File: config.mk
export PLATFORM = sky130hd
export DESIGN_NAME = sensor_packet_parser
export DESIGN_NICKNAME = d
export VERILOG_FILES = /design/src/rtl/sensor_packet_parser_pkg.sv /design/src/rtl/sensor_packet_parser_sat_counter.sv /design/src/rtl/sensor_packet_parser.sv
export SDC_FILE = /design/constraint.sdc
export NUM_CORES = 1
export LEC_CHECK = 0
export ABC_AREA = 1
export BUFFER_PORTS_ARGS = -buffer_cell sky130_fd_sc_hd__clkbuf_2
export CAP_MARGIN = 20
export CORE_UTILIZATION = 50
export CTS_CLUSTER_DIAMETER = 200
export DETAILED_ROUTE_END_ITERATION = 7
export GPL_TIMING_DRIVEN = 0
export PLACE_DENSITY = 0.74
export SYNTH_ARGS = -nofsm -noshare
export SYNTH_HDL_FRONTEND = slang
export SYNTH_SLANG_ARGS = --single-unit
File: constraint.sdc
create_clock -name master_clock -period 4.8 [get_ports master_clock]
set_input_delay 0.72 -clock master_clock [delete_from_list [all_inputs] [get_ports master_clock]]
set_output_delay 0.72 -clock master_clock [all_outputs]
set_load 0.1 [all_outputs]
File: src/rtl/sensor_packet_parser_pkg.sv
// Shared definitions for sensor_packet_parser: state encoding, framing defaults,
// data-word field positions and field extraction helpers.
package sensor_packet_parser_pkg;

    typedef enum logic [3:0] {
        ST_IDLE       = 4'd0,
        ST_TIME_STAMP = 4'd1,
        ST_DATA       = 4'd2,
        ST_FOOTER     = 4'd3,
        ST_DROP       = 4'd4
    } parser_state_t;

    localparam logic [31:0] DEFAULT_HEADER    = 32'hAAAAAAAA;
    localparam logic [31:0] DEFAULT_FOOTER    = 32'h55555555;
    localparam int unsigned DEFAULT_NUM_WORDS = 1024;

    // Data word layout: {10'd0, index[21:12], sample[11:0]}
    localparam int unsigned INDEX_MSB  = 21;
    localparam int unsigned INDEX_LSB  = 12;
    localparam int unsigned SAMPLE_MSB = 11;
    localparam int unsigned SAMPLE_LSB = 0;
    localparam int unsigned INDEX_W    = INDEX_MSB - INDEX_LSB + 1;
    localparam int unsigned SAMPLE_W   = SAMPLE_MSB - SAMPLE_LSB + 1;

    localparam int unsigned COUNT_W = 16;

    function automatic logic [INDEX_W-1:0] word_index(input logic [31:0] word);
        return word[INDEX_MSB:INDEX_LSB];
    endfunction

    function automatic logic [SAMPLE_W-1:0] word_sample(input logic [31:0] word);
        return word[SAMPLE_MSB:SAMPLE_LSB];
    endfunction

endpackage

File: src/rtl/sensor_packet_parser_sat_counter.sv
// sat_counter: event counter with synchronous active-low reset that sticks at
// all-ones instead of wrapping.
module sat_counter
    import sensor_packet_parser_pkg::*;
#(
    parameter int unsigned WIDTH = COUNT_W
) (
    input  logic             master_clock,
    input  logic             resetn,
    input  logic             inc,
    output logic [WIDTH-1:0] count
);

    always_ff @(posedge master_clock) begin
        if (!resetn) begin
            count <= '0;
        end else if (inc && (count != '1)) begin
            count <= count + WIDTH'(1);
        end
    end

endmodule

File: src/rtl/sensor_packet_parser.sv
// sensor_packet_parser: validates HEADER/timestamp/NUM_WORDS data/FOOTER packets on an
// AXIS slave and forwards samples through a 1-deep pixel register.
// Build macro SENSOR_PARSER_INDEX_CHECK_EN enables per-word index checking (err_index).
module sensor_packet_parser
    import sensor_packet_parser_pkg::*;
#(
    parameter logic [31:0] HEADER_VALUE = DEFAULT_HEADER,
    parameter logic [31:0] FOOTER_VALUE = DEFAULT_FOOTER,
    parameter int unsigned NUM_WORDS    = DEFAULT_NUM_WORDS
) (
    input  logic                master_clock,
    input  logic                resetn,

    input  logic [31:0]         s_tdata,
    input  logic                s_tvalid,
    input  logic                s_tlast,
    output logic                s_tready,

    output logic [SAMPLE_W-1:0] pix_data,
    output logic [INDEX_W-1:0]  pix_index,
    output logic                pix_valid,
    input  logic                pix_ready,

    output logic [31:0]         frame_timestamp,
    output logic                frame_done,

    output logic                err_header,
    output logic                err_length,
    output logic                err_footer,
    output logic                err_index,

    output logic [COUNT_W-1:0]  frame_count,
    output logic [COUNT_W-1:0]  error_count,
    output logic [3:0]          dbg_state
);

    localparam int unsigned CNT_W = (NUM_WORDS > 1) ? $clog2(NUM_WORDS) : 1;

    parser_state_t    state, state_next;
    logic [CNT_W-1:0] word_cnt;
    logic [31:0]      shadow_ts;

    logic ready_int;
    logic accept;
    logic last_word;
    logic idx_mismatch;

    logic load_pix, cnt_clear, cnt_inc, ts_load;
    logic done_next, eh_next, el_next, ef_next, ei_next, err_any_next;

    assign dbg_state = state;
    assign last_word = (word_cnt == CNT_W'(NUM_WORDS - 1));

`ifdef SENSOR_PARSER_INDEX_CHECK_EN
    assign idx_mismatch = (word_index(s_tdata) != INDEX_W'(word_cnt));
`else
    assign idx_mismatch = 1'b0;
`endif

    // Ready is decoded in its own process so the accept term feeding next-state
    // logic does not form a combinational self-dependency.
    always_comb begin
        ready_int = 1'b1;
        if (state == ST_DATA) begin
            ready_int = !pix_valid || pix_ready;
        end
    end

    assign s_tready = resetn && ready_int;
    assign accept   = s_tvalid && s_tready;

    always_comb begin
        state_next = state;
        load_pix   = 1'b0;
        cnt_clear  = 1'b0;
        cnt_inc    = 1'b0;
        ts_load    = 1'b0;
        done_next  = 1'b0;
        eh_next    = 1'b0;
        el_next    = 1'b0;
        ef_next    = 1'b0;
        ei_next    = 1'b0;

        unique case (state)
            ST_IDLE: begin
                if (accept) begin
                    if (s_tdata != HEADER_VALUE) begin
                        eh_next = 1'b1;
                    end else if (s_tlast) begin
                        el_next = 1'b1;
                    end else begin
                        state_next = ST_TIME_STAMP;
                    end
                end
            end

            ST_TIME_STAMP: begin
                if (accept) begin
                    ts_load = 1'b1;
                    if (s_tlast) begin
                        el_next    = 1'b1;
                        state_next = ST_IDLE;
                    end else begin
                        cnt_clear  = 1'b1;
                        state_next = ST_DATA;
                    end
                end
            end

            ST_DATA: begin
                if (accept) begin
                    load_pix = 1'b1;
                    cnt_inc  = 1'b1;
                    // A truncated packet reports only the length error for its last word.
                    if (s_tlast) begin
                        el_next    = 1'b1;
                        state_next = ST_IDLE;
                    end else begin
                        ei_next = idx_mismatch;
                        if (last_word) begin
                            state_next = ST_FOOTER;
                        end
                    end
                end
            end

            ST_FOOTER: begin
                if (accept) begin
                    if ((s_tdata == FOOTER_VALUE) && s_tlast) begin
                        done_next  = 1'b1;
                        state_next = ST_IDLE;
                    end else begin
                        ef_next    = 1'b1;
                        state_next = s_tlast ? ST_IDLE : ST_DROP;
                    end
                end
            end

            ST_DROP: begin
                if (accept && s_tlast) begin
                    state_next = ST_IDLE;
                end
            end

            default: state_next = ST_IDLE;
        endcase
    end

    assign err_any_next = eh_next || el_next || ef_next || ei_next;

    always_ff @(posedge master_clock) begin
        if (!resetn) begin
            state <= ST_IDLE;
        end else begin
            state <= state_next;
        end
    end

    always_ff @(posedge master_clock) begin
        if (!resetn) begin
            word_cnt  <= '0;
            shadow_ts <= '0;
        end else begin
            if (cnt_clear) begin
                word_cnt <= '0;
            end else if (cnt_inc) begin
                word_cnt <= word_cnt + CNT_W'(1);
            end
            if (ts_load) begin
                shadow_ts <= s_tdata;
            end
        end
    end

    // Loads only happen when the slot is empty or draining, so a held pixel is never overwritten.
    always_ff @(posedge master_clock) begin
        if (!resetn) begin
            pix_valid <= 1'b0;
            pix_data  <= '0;
            pix_index <= '0;
        end else if (load_pix) begin
            pix_valid <= 1'b1;
            pix_data  <= word_sample(s_tdata);
            pix_index <= word_index(s_tdata);
        end else if (pix_ready) begin
            pix_valid <= 1'b0;
        end
    end

    always_ff @(posedge master_clock) begin
        if (!resetn) begin
            frame_timestamp <= '0;
            frame_done      <= 1'b0;
            err_header      <= 1'b0;
            err_length      <= 1'b0;
            err_footer      <= 1'b0;
            err_index       <= 1'b0;
        end else begin
            if (done_next) begin
                frame_timestamp <= shadow_ts;
            end
            frame_done <= done_next;
            err_header <= eh_next;
            err_length <= el_next;
            err_footer <= ef_next;
            err_index  <= ei_next;
        end
    end

    sat_counter #(.WIDTH(COUNT_W)) u_frame_count (
        .master_clock (master_clock),
        .resetn       (resetn),
        .inc          (done_next),
        .count        (frame_count)
    );

    sat_counter #(.WIDTH(COUNT_W)) u_error_count (
        .master_clock (master_clock),
        .resetn       (resetn),
        .inc          (err_any_next),
        .count        (error_count)
    );

endmodule

## After elaboration in Yosys (flattened, before gate mapping)

Cells that the tools add are included.

- Shifts and indexed selects: 0
- Add/subtract/negate cells: 3
- Reduce and logical (&&, ||, !) cells: 15
- Multiplexer cells: 36
- Divide/modulo/power cells: 0
- Multiply operators: 0
- Equality and inequality tests: 17
- Bitwise logic cells: 1
- $lt $le $gt $ge: 0

Operators with widths:

| kind | count |
|---|---|
| two-way mux 4 bit | 9 |
| adder 16 x 1 -> 16 bit, second input constant | 2 |
| == test 32 x 31 -> 1 bit, second input constant | 1 |
| inequality test 16 bit, second input constant | 2 |
| inequality test 32 bit, second input constant | 1 |
| two-way mux 1 bit | 22 |
| one-hot mux 4 bit (5 select lines) | 1 |
| inequality test 2 bit, second input constant | 7 |
| adder 10 x 1 -> 10 bit, second input constant | 1 |
| == test 10 bit, second input constant | 1 |
| == test 4 x 2 -> 1 bit, second input constant | 2 |
| AND reduction 8 bit | 1 |
| logical AND 1 bit | 6 |
| two-way mux 3 bit | 2 |
| == test 4 x 1 -> 1 bit, second input constant | 1 |
| == test 4 x 3 -> 1 bit, second input constant | 1 |
| zero test 4 bit | 1 |
| OR reduction 2 bit | 2 |
| logical OR 1 bit | 3 |
| inequality test 3 bit, second input constant | 1 |
| two-way mux 2 bit | 1 |
| one-hot mux 1 bit (2 select lines) | 1 |
| nonzero test 2 bit | 1 |
| zero test 1 bit | 1 |
| NOT 1 bit | 1 |

- Latch bits: 0
- Bits in registers: 137
- RAM bits: 0
- Bits in read-only memories: 0
- Memories kept: 0
- Word-level logic and storage cells: 85
- Input port bits: 37
- Output and inout bits: 97

## Logic depth before layout (Yosys ltp)

- Depth after elaboration: 10
- Depth in mapped cells: 14
- Mapped depth without buffers: 13

## Cells and area by module

Synthesis repeated with hierarchy kept, for this count alone.

- Cell total of the unflattened synthesis: 917
- Area, all modules: 6406.1 um2

Modules (own cells, without submodules):

| module | times used | area an instance (um2) | cells an instance |
|---|---|---|---|
| sensor_packet_parser | 1 | 4414.2 | 619 |
| sat_counter | 2 | 996.0 | 149 |

## Least setup slack after synthesis

Ideal clock, no wire load.

- Path kind: reg-to-output
- From: register state[2] (netlist: dbg_state[2])
- To: output s_tready
- Setup slack: 1234 ps
- Path buffers: 0
- Stages on the path, launching flop included: 5
- Required time: 4080 ps
- Data arrival time: 2846 ps
- Cells stage by stage: dfxtp_1 -> nor2_1 -> nand2_1 -> inv_1 -> a21oi_1

- Cells in the longest elaborated chain, start to end: 3

RTL lines:

| element | line | RTL |
|---|---|---|
| start: declaration | sensor_packet_parser.sv:39 | `parser_state_t state, state_next;` |
| start signal: assignment | sensor_packet_parser.sv:155 | `state <= state_next;` |
| == test 4 x 2 -> 1 bit | sensor_packet_parser.sv:64 | `if (state == ST_DATA) begin` |
| two-way mux 1 bit | sensor_packet_parser.sv:64 |  |
| logical AND 1 bit | sensor_packet_parser.sv:69 | `assign s_tready = resetn && ready_int;` |
| end: declaration | sensor_packet_parser.sv:17 | `output logic s_tready,` |

Every way passes these cells.

## Worst setup path after layout

- From: input resetn
- To: output s_tready

- Cells in the longest elaborated chain, start to end: 1

RTL lines:

| element | line | RTL |
|---|---|---|
| start: declaration | sensor_packet_parser.sv:12 | `input logic resetn,` |
| logical AND 1 bit | sensor_packet_parser.sv:69 |  |

Every way passes these cells.

==> tab_implementation.tex <==
\begin{tabular}{lr}
\hline
Metric & Value \\
\hline
\multicolumn{2}{l}{\textbf{STA}} \\
\quad Timing-limited maximum frequency & 0.3298 GHz \\
\quad Max-slew violation count & 0 \\
\quad Unrepaired setup endpoints after global routing & false \\
\quad Post-route fraction of the period consumed by the critical path & 63.18\% \\
\quad Setup TNS & 0 ns \\
\quad Setup Viol. Count Final & 0 \\
\quad Worst setup slack after layout & 1.767 ns \\
\quad Max\_slew headroom & 54.52\% \\
\quad Least-Margin Pin Slew & 0.6786 ns \\
\quad Worst clock skew & 0.006223 ns \\
\quad Hold violation count in the final report & 0 \\
\quad Post-route minimum period & 3.033 ns \\
\multicolumn{2}{l}{\textbf{Die}} \\
\quad Width of the chip & 112.2 um \\
\quad Number of rows created at floorplan & 39 \\
\quad Standard cell core area & 11610 um2 \\
\quad Area of the die & 12590 um2 \\
\quad Number of top-level pins & 134 \\
\quad Vertical extent of the die & 112.2 um \\
\quad Starting Density & 52.31\% \\
\multicolumn{2}{l}{\textbf{Critical path}} \\
\quad CP Max Fanout & 10 \\
\quad Startpoint kind of the worst setup timing path & input pin \\
\quad Critical path data required time & 4.08 ns \\
\quad Arrival time reported for the critical path endpoint & 2.31 ns \\
\quad Critical path class & in -> out \\
\quad Kind of capture point of the worst setup path & output pin \\
\multicolumn{2}{l}{\textbf{Synth}} \\
\quad Leading post-synthesis cells by cell area & dfxtp\_1 45\%, a21oi\_1 9.2\%, o21ai\_0 7.5\% \\
\quad Synth area leader & dfxtp\_1 \\
\quad Number of storage elements in the synthesis netlist & 136 \\
\quad Sequential-to-total area share from yosys stat & 44.82\% \\
\quad Synthesis Warnings & 0 \\
\quad Synth Instances & 829 \\
\quad Distinct cell type count after synthesis & 33 \\
\quad Number of enable-type register cells in the synthesized netlist & 0 \\
\quad Per-instance average area after synthesis & 7.328 um2 \\
\quad Combined area of all synthesized cells & 6075 um2 \\
\quad Async set-or-reset flop fraction in the synthesized netlist & 0\% \\
\quad Area share of the largest cell type after synthesis & 44.82\% \\
\quad Leading register cell type out of synthesis & dfxtp\_1 \\
\multicolumn{2}{l}{\textbf{Drt}} \\
\quad Per-cell via count in the routed design & 5.317 \\
\quad First drt pass iteration count & 7 \\
\quad Detailed-route wire length & 16870 um \\
\quad Number of design-rule violations left by the first detailed-router iteration & 463 \\
\quad Vias & 6029 \\
\quad DR DRC count & 6 \\
\quad Count of nets left with antenna violations after detail routing & 0 \\
\quad WL per Instance & 14.88 um \\
\multicolumn{2}{l}{\textbf{Final layout}} \\
\quad Final std cell area, no fill & 7559 um2 \\
\quad Area growth from synthesis to final layout & 24.43\% \\
\quad Share of final-layout standard cells stronger than drive strength 1 & 21.59\% \\
\quad Final core utilization & 65.08\% \\
\quad Net total in the final layout & 1019 \\
\quad Antenna diodes & 0 \\
\multicolumn{2}{l}{\textbf{Run status}} \\
\quad Status & finished, violations left \\
\quad Violations in the final reports & DRC \\
\multicolumn{2}{l}{\textbf{Pwr}} \\
\quad Pwr Density & 355.3 nW/um2 \\
\quad Static leakage & 0.003207 uW \\
\quad Worst supply voltage drop on vdd & 0.0002055 V \\
\multicolumn{2}{l}{\textbf{Clocking}} \\
\quad Clk sinks & 136 \\
\quad CTS H-tree lvls & 4 \\
\quad Post-CTS setup buffer count & 0 \\
\quad CTS hold repair buffers & 0 \\
\quad CTS Root Cell & clkbuf\_16 \\
\quad Clock-pin slew reported for the worst setup and hold paths after clock tree synthesis & 0.06 ns \\
\quad Worst-Skew Late Latency & 0.42 ns \\
\quad Deepest clock path buffer count & 2 \\
\quad Resized cells post-CTS & 0 \\
\quad TritonCTS clock tree & yes \\
\quad CTS Buf Count & 17 \\
\multicolumn{2}{l}{\textbf{GRT}} \\
\quad Overall global routing resource usage & 27.51\% \\
\quad Vias in the first global route & 5465 \\
\quad Global-route wire length before repair & 27140 um \\
\quad GR Overflow Total & 0 \\
\quad Largest net degree at the start of global routing & 17 \\
\quad Initial antenna violation count & 0 \\
\multicolumn{2}{l}{\textbf{Placement}} \\
\quad Count of input and output buffers & 130 \\
\quad Routability-driven placement congestion ratio & 0.9064 \\
\quad Post-place instance area & 6908 um2 \\
\quad HPWL Detailed & 12080 um \\
\quad Post-Place Setup Slack & 1.764 ns \\
\multicolumn{2}{l}{\textbf{Job}} \\
\quad Number of violations of the max-capacitance limit & 0 \\
\multicolumn{2}{l}{\textbf{Hold path}} \\
\quad Hold Crit Class & reg -> reg \\
\hline
\end{tabular}
[layer usage]
metal  wire length, um  global-route usage (%)  up-vias
li1                  -                       -     2993
met1              7722                   38.60     2776
met2              7549                   41.16      225
met3              1150                   5.022       35
met4               447                   12.62        0
met5                 0                       0        -
[critical path: stages]
cell and delay, ns:
buf_2 0.22, clkinv_1 0.28, buf_1 0.34, a21oi_1 0.26
clkbuf_2 0.49
[cell type report]
cell class / instances / area [um2]
Buffer: 35 / 172.7
Clock buffer: 25 / 515.5
Clock inverter: 6 / 135.1
Fill cell: 1090 / 4055
Inverter: 110 / 412.9
Multi-Input combinational cell: 549 / 2770
Sequential cell: 136 / 2723
Tap cell: 143 / 178.9
Timing Repair Buffer: 130 / 650.6
[worst paths after layout]
check	cells past startpoint	end	slack [ns]	from
max	5	s_tready	1.77	resetn
min	2	frame_timestamp[21]	0.45	shadow_ts[21]
max reg2reg	6	frame_timestamp[11]	2.60	dbg_state[1]
min reg2reg	2	frame_timestamp[21]	0.45	shadow_ts[21]
[state kept, by name, indices dropped and copies added, names as in the netlist]
register             flops
err_header               1
frame_timestamp         32
pix_index               10
word_cnt                10
dbg_state                3
u_frame_count.count     16
err_length               1
u_error_count.count     16
pix_valid                1
err_footer               1
shadow_ts               32
pix_data                12
frame_done               1
[power breakdown]
part | leakage [uW] | internal [uW] | switching (uW)
clock | 0.000312 | 950 | 482
combinational | 0.00180 | 30.6 | 89.7
sequential | 0.00110 | 1130 | 1.93
[placed cells by master, fill, tap and decap left out]
cell        count
clkbuf_1       19
nor3_1         22
o21ai_1         1
bufinv_16       4
buf_6           1
clkbuf_8        6
nor2_4          1
inv_1         105
conb_1          2
a211oi_1        1
ha_1            3
nor3_2          2
nand4_1        15
clkinv_1        1
nor2b_1         1
dfxtp_1       136
buf_4           2
buf_1           2
xnor2_1         5
nand3_2         2
clkinvlp_4      2
nand3_1        44
nor2_2          3
xor2_1         20
nor3_4          2
clkbuf_16      17
buf_8           1
inv_2           4
buf_2          12
nand2_4         2
a21oi_1       112
clkbuf_2      130
o21ai_0        91
nand2_1       115
a21oi_2        10
nand3b_4        1
nand2_2        12
nor2_1         82
[kinds of logic (layout without fill, tap and decap cells)]
family                   Yosys count  after routing  share of synthesized area (%)
buffers and inverters            145            306                          9.639
XOR/XNOR                          25             25                          3.605
flip-flops                       136            136                          44.82
other                              1              2                        0.06173
adder cells (fa/ha/maj)            3              3                         0.6180
AND/OR/NAND/NOR                  304            304                          22.88
AO/OA/AOI/OAI                    215            215                          18.37
[Yosys cell counts (2+ instances only)]
master / count
nand3_2: 2
dfxtp_1: 136
nor2_1: 82
a21oi_1: 112
ha_1: 3
buf_2: 12
clkbuf_1: 17
buf_4: 2
nor3_4: 2
nor2_2: 3
nand4_1: 15
nor3_1: 22
nand2_2: 12
inv_2: 4
nand2_4: 2
a21oi_2: 10
inv_1: 105
o21ai_0: 91
xor2_1: 20
buf_1: 2
nor3_2: 2
nand3_1: 44
nand2_1: 115
xnor2_1: 5
[through the flow]
stage / hold WS, ns / instances / power [uW]
2_1_floorplan: 0.4205 / 830 / 1230
5_1_grt: 0.4637 / 1134 / 2755
3_3_place_gp: 0.4335 / 1103 / 1275
3_5_place_dp: 0.4331 / 1103 / 1275
4_1_cts: 0.4473 / 1134 / 2691
6_report: 0.4457 / 1134 / 2685
Power figures use the tool's default switching activity.
